===== config.mk =====
export PLATFORM = sky130hd
export DESIGN_NAME = step_counter_bank
export DESIGN_NICKNAME = d
export VERILOG_FILES = /design/src/rtl/step_counter_pkg.sv /design/src/rtl/step_counter_chan.sv /design/src/rtl/step_counter_bank.sv
export SDC_FILE = /design/constraint.sdc
export NUM_CORES = 1
export LEC_CHECK = 0
export CAP_MARGIN = 25
export CORE_AREA = 2 2 194 196
export CTS_BUF_LIST = sky130_fd_sc_hd__clkbuf_2 sky130_fd_sc_hd__clkbuf_4 sky130_fd_sc_hd__clkbuf_8
export DETAILED_ROUTE_END_ITERATION = 8
export DIE_AREA = 0 0 196 198
export HOLD_SLACK_MARGIN = 0.12
export PLACE_DENSITY = 0.68
export SYNTH_ARGS = -nofsm -noshare
export SYNTH_HDL_FRONTEND = slang
export SYNTH_SLANG_ARGS = --single-unit

===== constraint.sdc =====
create_clock -name clk -period 9.5 [get_ports clk]
set_clock_uncertainty 0.15 [all_clocks]
set_input_delay 2.375 -clock clk [delete_from_list [all_inputs] [get_ports clk]]
set_output_delay 2.375 -clock clk [all_outputs]
set_load 0.005 [all_outputs]

===== src/rtl/step_counter_pkg.sv =====
`default_nettype none
// ============================================================================
// Module      : step_counter_pkg
// Description : Shared mode encodings, default parameters and clamp helper
//               for the step counter bank.
// Revision    : 1.0 - initial release
// ============================================================================
package step_counter_pkg;

    localparam logic MODE_WRAP = 1'b0;
    localparam logic MODE_SAT  = 1'b1;

    localparam int DEF_CH            = 4;
    localparam int DEF_W             = 16;
    localparam int DEF_STEP_W        = 11;
    localparam int DEF_DEFAULT_VALUE = 1;

    // Operands are carried at 32 bits so the helper serves any W up to 32.
    function automatic logic [31:0] clamp(input logic [31:0] val,
                                          input logic [31:0] lo,
                                          input logic [31:0] hi);
        if (val < lo)
            return lo;
        else if (val > hi)
            return hi;
        else
            return val;
    endfunction

endpackage
`default_nettype wire


===== src/rtl/step_counter_chan.sv =====
`default_nettype none
// ============================================================================
// Module      : step_counter_chan
// Description : One up/down step counter with programmable step, limit,
//               wrap/saturate mode, load and registered event pulses.
// Revision    : 1.0 - initial release
// ============================================================================
module step_counter_chan
    import step_counter_pkg::*;
#(
    parameter int W             = DEF_W,
    parameter int STEP_W        = DEF_STEP_W,
    parameter int DEFAULT_VALUE = DEF_DEFAULT_VALUE
) (
    input  logic              clk,
    input  logic              rst,
    input  logic              inc,
    input  logic              dec,
    input  logic [STEP_W-1:0] step,
    input  logic [W-1:0]      limit,
    input  logic              mode,
    input  logic              load,
    input  logic [W-1:0]      load_val,
    output logic [W-1:0]      count,
    output logic              changed,
    output logic              wrapped,
    output logic              sat_hit
);

    localparam logic [W-1:0] c_def = W'(DEFAULT_VALUE);

    logic [W-1:0] r_count;
    logic         r_changed;
    logic         r_wrapped;
    logic         r_sat_hit;

    logic [W:0]   w_eff_step;
    logic [W-1:0] w_eff_lim;
    logic [W:0]   w_sum;
    logic [W:0]   w_floor;
    logic [W-1:0] w_count_nxt;
    logic         w_changed_nxt;
    logic         w_wrapped_nxt;
    logic         w_sat_hit_nxt;

    // Sum and floor are kept one bit wider so top-of-range steps compare correctly.
    assign w_eff_step = (step == '0) ? (W+1)'(1) : (W+1)'(step);
    assign w_eff_lim  = (limit < c_def) ? c_def : limit;
    assign w_sum      = {1'b0, r_count} + w_eff_step;
    assign w_floor    = {1'b0, c_def} + w_eff_step;

    always_comb begin
        w_count_nxt   = r_count;
        w_changed_nxt = 1'b0;
        w_wrapped_nxt = 1'b0;
        w_sat_hit_nxt = 1'b0;
        if (load) begin
            w_count_nxt   = W'(clamp(32'(load_val), 32'(c_def), 32'(w_eff_lim)));
            w_changed_nxt = 1'b1;
        end else if (inc && !dec) begin
            w_changed_nxt = 1'b1;
            if (w_sum <= {1'b0, w_eff_lim}) begin
                w_count_nxt = w_sum[W-1:0];
            end else if (mode == MODE_SAT) begin
                w_count_nxt   = w_eff_lim;
                w_sat_hit_nxt = 1'b1;
            end else begin
                w_count_nxt   = c_def;
                w_wrapped_nxt = 1'b1;
            end
        end else if (dec && !inc) begin
            w_changed_nxt = 1'b1;
            if ({1'b0, r_count} >= w_floor) begin
                w_count_nxt = r_count - w_eff_step[W-1:0];
            end else if (mode == MODE_SAT) begin
                w_count_nxt   = c_def;
                w_sat_hit_nxt = 1'b1;
            end else begin
                w_count_nxt   = w_eff_lim;
                w_wrapped_nxt = 1'b1;
            end
        end
    end

    always_ff @(posedge clk or posedge rst) begin
        if (rst) begin
            r_count   <= c_def;
            r_changed <= 1'b0;
            r_wrapped <= 1'b0;
            r_sat_hit <= 1'b0;
        end else begin
            r_count   <= w_count_nxt;
            r_changed <= w_changed_nxt;
            r_wrapped <= w_wrapped_nxt;
            r_sat_hit <= w_sat_hit_nxt;
        end
    end

    assign count   = r_count;
    assign changed = r_changed;
    assign wrapped = r_wrapped;
    assign sat_hit = r_sat_hit;

endmodule
`default_nettype wire


===== src/rtl/step_counter_bank.sv =====
`default_nettype none
// ============================================================================
// Module      : step_counter_bank
// Description : Bank of CH independent step counters on flat input/output
//               buses; channel i occupies slice i of every bus.
// Revision    : 1.0 - initial release
// ============================================================================
module step_counter_bank
    import step_counter_pkg::*;
#(
    parameter int CH            = DEF_CH,
    parameter int W             = DEF_W,
    parameter int STEP_W        = DEF_STEP_W,
    parameter int DEFAULT_VALUE = DEF_DEFAULT_VALUE
) (
    input  logic                 clk,
    input  logic                 rst,
    input  logic [CH-1:0]        inc,
    input  logic [CH-1:0]        dec,
    input  logic [CH*STEP_W-1:0] step,
    input  logic [CH*W-1:0]      limit,
    input  logic [CH-1:0]        mode,
    input  logic [CH-1:0]        load,
    input  logic [CH*W-1:0]      load_val,
    output logic [CH*W-1:0]      count,
    output logic [CH-1:0]        changed,
    output logic [CH-1:0]        wrapped,
    output logic [CH-1:0]        sat_hit
);

    for (genvar g = 0; g < CH; g++) begin : g_chan
        step_counter_chan #(
            .W            (W),
            .STEP_W       (STEP_W),
            .DEFAULT_VALUE(DEFAULT_VALUE)
        ) u_chan (
            .clk     (clk),
            .rst     (rst),
            .inc     (inc[g]),
            .dec     (dec[g]),
            .step    (step[g*STEP_W +: STEP_W]),
            .limit   (limit[g*W +: W]),
            .mode    (mode[g]),
            .load    (load[g]),
            .load_val(load_val[g*W +: W]),
            .count   (count[g*W +: W]),
            .changed (changed[g]),
            .wrapped (wrapped[g]),
            .sat_hit (sat_hit[g])
        );
    end

endmodule
`default_nettype wire


After elaboration in Yosys (flattened, before gate mapping)
Index checks and enable logic that the tools add are counted.

word-level totals
  flip-flop bits (word level) = 76
  output and inout bits = 76
  word-level logic and storage cells = 176

operators by class
  mux-type cells = 104
  reductions and logical operators = 24
  add/sub/neg operators = 12
  $lt $le $gt $ge = 20

operators with widths
  kind                                                 count
  two-way mux 16 bit                                   40
  < comparator 16 x 1 -> 1 bit, second input constant  8
  adder 1 x 17 -> 17 bit, first input constant         4
  adder 16 x 17 -> 17 bit                              4
  greater-or-equal comparator 16 x 17 -> 1 bit         4
  <= comparator 17 x 16 -> 1 bit                       4
  greater-than comparator 16 bit                       4
  subtractor 16 bit                                    4
  two-way mux 1 bit                                    60
  logical NOT 11 bit                                   4
  two-way mux 11 bit                                   4
  nonzero test 3 bit                                   4
  logical AND 1 bit                                    8
  logical NOT 1 bit                                    8

Logic depth before layout (Yosys ltp)
  word-level depth = 8
  gate-level depth with buffers = 23

By module
From an unflattened synthesis, not the netlist that was laid out.

second synthesis, totals
  cell total of the unflattened synthesis = 2140
  area, all modules = 16224.3 um^2

by module, submodules not included
  module                                 cells an instance  times used  area each (um^2)
  step_counter_chan at g_chan[1].u_chan  536                1           4116.4
  step_counter_chan at g_chan[3].u_chan  537                1           4060.1
  step_counter_chan at g_chan[0].u_chan  542                1           4058.9
  step_counter_chan at g_chan[2].u_chan  525                1           3988.8

Least setup slack after synthesis
OpenSTA, ideal clock, no wires.

  kind = in2reg
  start = input step[1]
  end = register g_chan[0].u_chan.r_count[15]
  required time = 9.221 ns
  path buffers = 1
  setup slack = 2.620 ns
  data arrival time = 6.601 ns
  stages = 21
  cell sequence = nor4_1 -> a41o_1 -> ha_1 -> inv_1 -> fa_1 -> or2_0 -> a221oi_1 -> o221a_2 -> nor2_1 -> o311ai_0 -> xnor2_1 -> ha_1 -> nand2_1 -> nor4_1 -> o2bb2ai_1 -> a31oi_1 -> a41oi_4 -> clkbuf_1 -> o22ai_1 -> a22oi_1 -> nand3_1

on the way
  cells in the longest elaborated chain, start to end = 8
  elaborated cells between the ends (all ways) = 12
  those cells by class = add/sub (3); order compare (2); mux (6); reduce/logical (1)

RTL lines
  what                                          line                     source
  start: declaration                            step_counter_bank.sv:20  input logic [CH*STEP_W-1:0] step,
  logical NOT 11 bit                            step_counter_chan.sv:47  assign w_eff_step = (step == '0) ? (W+1)'(1) : (W+1)'(step);
  two-way mux 11 bit *                          step_counter_chan.sv:47
  adder 1 x 17 -> 17 bit                        step_counter_chan.sv:50  assign w_floor = {1'b0, c_def} + w_eff_step;
  greater-or-equal comparator 16 x 17 -> 1 bit  step_counter_chan.sv:73  if ({1'b0, r_count} >= w_floor) begin
  two-way mux 16 bit                            step_counter_chan.sv:73
  two-way mux 16 bit                            step_counter_chan.sv:71  end else if (dec && !inc) begin
  two-way mux 16 bit *                          step_counter_chan.sv:60  end else if (inc && !dec) begin
  two-way mux 16 bit *                          step_counter_chan.sv:57  if (load) begin
  end signal: assignment                        step_counter_chan.sv:92  r_count <= w_count_nxt;
  end: declaration                              step_counter_chan.sv:32  logic [W-1:0] r_count;

Every way passes the cells marked *; elsewhere a longest branch is shown, timed or not. The select of a mux whose other input is x is not followed.
A chain may end at the register's enable or synchronous reset.

Worst setup path after layout
  start = input step[1]
  end = register g_chan[0].u_chan.r_count[3]

Same word-level chain as after synthesis.

==> flow_summary.json <==
{
  "grt_pass1_vias": 17200,
  "crit_chain": "clkdlybuf4s50_1, nor4_1, a41o_1, ha_1, inv_1, fa_1, or2_0, a221oi_1, o221a_2, nor2_1, o311ai_0, xnor2_1, ha_1, nand2_1, nor4_1, o2bb2ai_1, a31oi_1, a41oi_4, or3_1, a21oi_1, o32a_1",
  "initial_core_util_pct": 44.2,
  "finalMaxSlewViolations": 0,
  "layout_common_cells": "ha_1, clkdlybuf4s50_1, inv_1, nor2_1, nand2_1",
  "start_kind": "input pin",
  "final_cell_area_um2": 19200,
  "crit_family": "compound AO/OA/AOI/OAI gates",
  "status": "complete, no violations",
  "synth-main-ff-cell": "dfrtp_1",
  "io_pins": 266,
  "clk_latency_ns": 0.42,
  "tns_ns": 0,
  "synth_top_family_by_area": "compound AO/OA/AOI/OAI gates",
  "row_count": 71,
  "final.period_utilization_pct": 82.4,
  "dieHeight_um": 198,
  "setup_violations": 0,
  "hold_viol": 0,
  "slew_headroom_pct": 27.6,
  "pre_cts_ws_ns": 1.28,
  "yosysWarnings": 0,
  "ys_ff_latch": 76,
  "final_common_cell": "ha_1",
  "muxShareOfSynthArea_pct": 4.04,
  "die-area_um2": 38800,
  "clock.fmax_mhz": 128,
  "drt_iter0_markers": 1494,
  "diodes": 0,
  "core_um2": 37000,
  "final_cells": 2790,
  "grt_setup_unrepaired": "no",
  "synth_compound_area_share_pct": 25.7,
  "cts.sinks": 76,
  "area_growth_pct": 17.9,
  "max_stage_delay_ns": 0.72,
  "cts_buffers": 9,
  "critPathKind": "input pin to flip-flop",
  "final_layout_size_suffix_gt1_share_pct": 3.67,
  "netlist_instances": 2168,
  "final_net_count": 2785,
  "grt_usage_pct": 29.0,
  "async_flop_share_pct": 100,
  "overflow": 0,
  "wl_mm": 57.4,
  "crit_slowest_cell": "a41oi_4",
  "drc": 0,
  "portBuffers": 265,
  "power.ir.vdd_worst_mv": 0.0825,
  "dpl_cell_area_um2": 19000,
  "tightest_slew_ns": 1.08,
  "synth-simple-area-share_pct": 21.2,
  "leakage_nw": 8.39,
  "vias": 17500,
  "cp_max_fo": 27,
  "clk_pin_slew_ns": 0.11,
  "synth_fp_nets": 2642,
  "wl_per_cell_um": 20.6,
  "ant_nets": 0,
  "htree_num_levels": 3,
  "grt_pass1_wl_mm": 90.9,
  "die_w_um": 196,
  "power.density_nw_per_um2": 186,
  "fill_cells": 3559,
  "yosysUniqueCellTypes": 99,
  "cts.path.max_buffers": 2,
  "cts_root_buf": "clkbuf_8",
  "ctsHoldBuffers": 0,
  "grt_max_degree": 47,
  "synth.yosys.seq_area_share_pct": 11.7,
  "drt-pass1-iter-count": 6,
  "period_minus_slack_ns": 7.83,
  "viasPerCell": 6.27,
  "setup_ws_ns": 1.67,
  "antenna_found_initial": 1,
  "dp_hpwl_mm": 46.6,
  "synth_xor_area_share_pct": 6.60,
  "cts_tree": "done",
  "drv_cap": 0,
  "placed_cells": 2773,
  "critical_path_buf_inv_count": 2,
  "hold_path_class": "flip-flop to flip-flop",
  "gp_congestion": 0.975,
  "synth_area_um2": 16300,
  "post_cts_resized": 0,
  "synth-edff-count": 0,
  "critPathRequiredTime_ns": 9.66,
  "syn_area_per_cell_um2": 7.53,
  "synth_adder_area_share_pct": 22.1,
  "crit_arrival_ns": 7.99,
  "whs_ns": 0.423,
  "crit_path_end_kind": "flip-flop",
  "cts_setup_buffers": 0
}
[synthesized netlist by cell type, drive strengths merged (11+ instances only)]
cell / number / area (um^2)
buf: 38 / 256
o21ai: 97 / 489
o21a: 18 / 135
nand2: 131 / 492
mux2i: 49 / 490
a211oi: 36 / 285
clkbuf: 104 / 390
or3: 23 / 149
inv: 202 / 758
a221o: 14 / 140
nand4: 33 / 206
nor4: 45 / 282
nor2b: 26 / 163
o21bai: 11 / 82.6
a21oi: 127 / 643
nor3: 62 / 315
and3: 16 / 101
a31oi: 32 / 206
dfrtp: 72 / 1800
nor2: 181 / 679
o221ai: 11 / 96.3
a221oi: 14 / 123
mux2: 15 / 169
xnor2: 101 / 885
a21o: 24 / 180
xor2: 22 / 193
nand2b: 34 / 213
o311ai: 11 / 96.3
o211ai: 21 / 163
and2: 14 / 90.1
ha: 276 / 3450
nand3: 83 / 415
o31ai: 21 / 173
[report_power, final]
group          switching (W)  internal, W  leakage (nW)
clock               0.000168     0.000158         0.111
combinational        0.00147      0.00118          7.38
sequential          0.000196     0.000406         0.908
[layout make-up]
type                       count  area [um^2]  share of cell area, %
sequential                    76         1910                   9.91
multi-input combinational   1747        13000                   67.6
timing repair buffer         274         2730                   14.2
tap                          474          593                   3.08
inverter                     203          763                   3.97
clock inverter                 6         95.1                  0.494
clock buffer                  10          138                  0.715
[final timing paths]
check | start | endpoint | slack (ns) | depth (start not counted)
hold reg to reg | g_chan[1].u_chan.count[0] | g_chan[1].u_chan.count[0] | 0.42 | 1
setup reg to reg | g_chan[1].u_chan.count[2] | g_chan[1].u_chan.count[13] | 4.18 | 16
setup / recovery | step[1] | g_chan[0].u_chan.count[3] | 1.67 | 21
min in group asynchronous | rst | g_chan[0].u_chan.wrapped | 2.19 | 2
hold / removal | g_chan[1].u_chan.count[0] | g_chan[1].u_chan.count[0] | 0.42 | 1
max in group asynchronous | rst | g_chan[1].u_chan.count[1] | 5.86 | 3
[kinds of logic (layout without fill, tap and decap cells)]
family	count (synthesis)	in the layout
simple gates	693	693
flops	76	76
fa+ha+maj	284	284
buf+inv	345	493
mux	64	64
compound gates	583	583
xor+xnor	123	123
[metrics by stage]
stage	power (W)	util [%]
finish	0.00358	52.1
global route	0.00389	52.1
floorplan	0.00238	-
CTS	0.00354	52.1
detailed placement	0.00319	51.4
global placement	0.00314	51.4
[metal layers]
layer  wire (um)  share of wire, %  up-vias  GRT usage, %
met5          15             0.026        -             0
met4        1610               2.8        2          10.5
met3        4150               7.2      114          4.04
met2       26500                46      822          48.6
met1       25100                44     8292          38.1
li1            -                 -     8252             -
[state kept, by name, summed over array words and instances, names as in the netlist]
signal / count
g_chan.u_chan.changed: 4
g_chan.u_chan.count: 64
g_chan.u_chan.sat_hit: 4
g_chan.u_chan.wrapped: 4
Note: power is estimated with default switching activity, not from simulation.
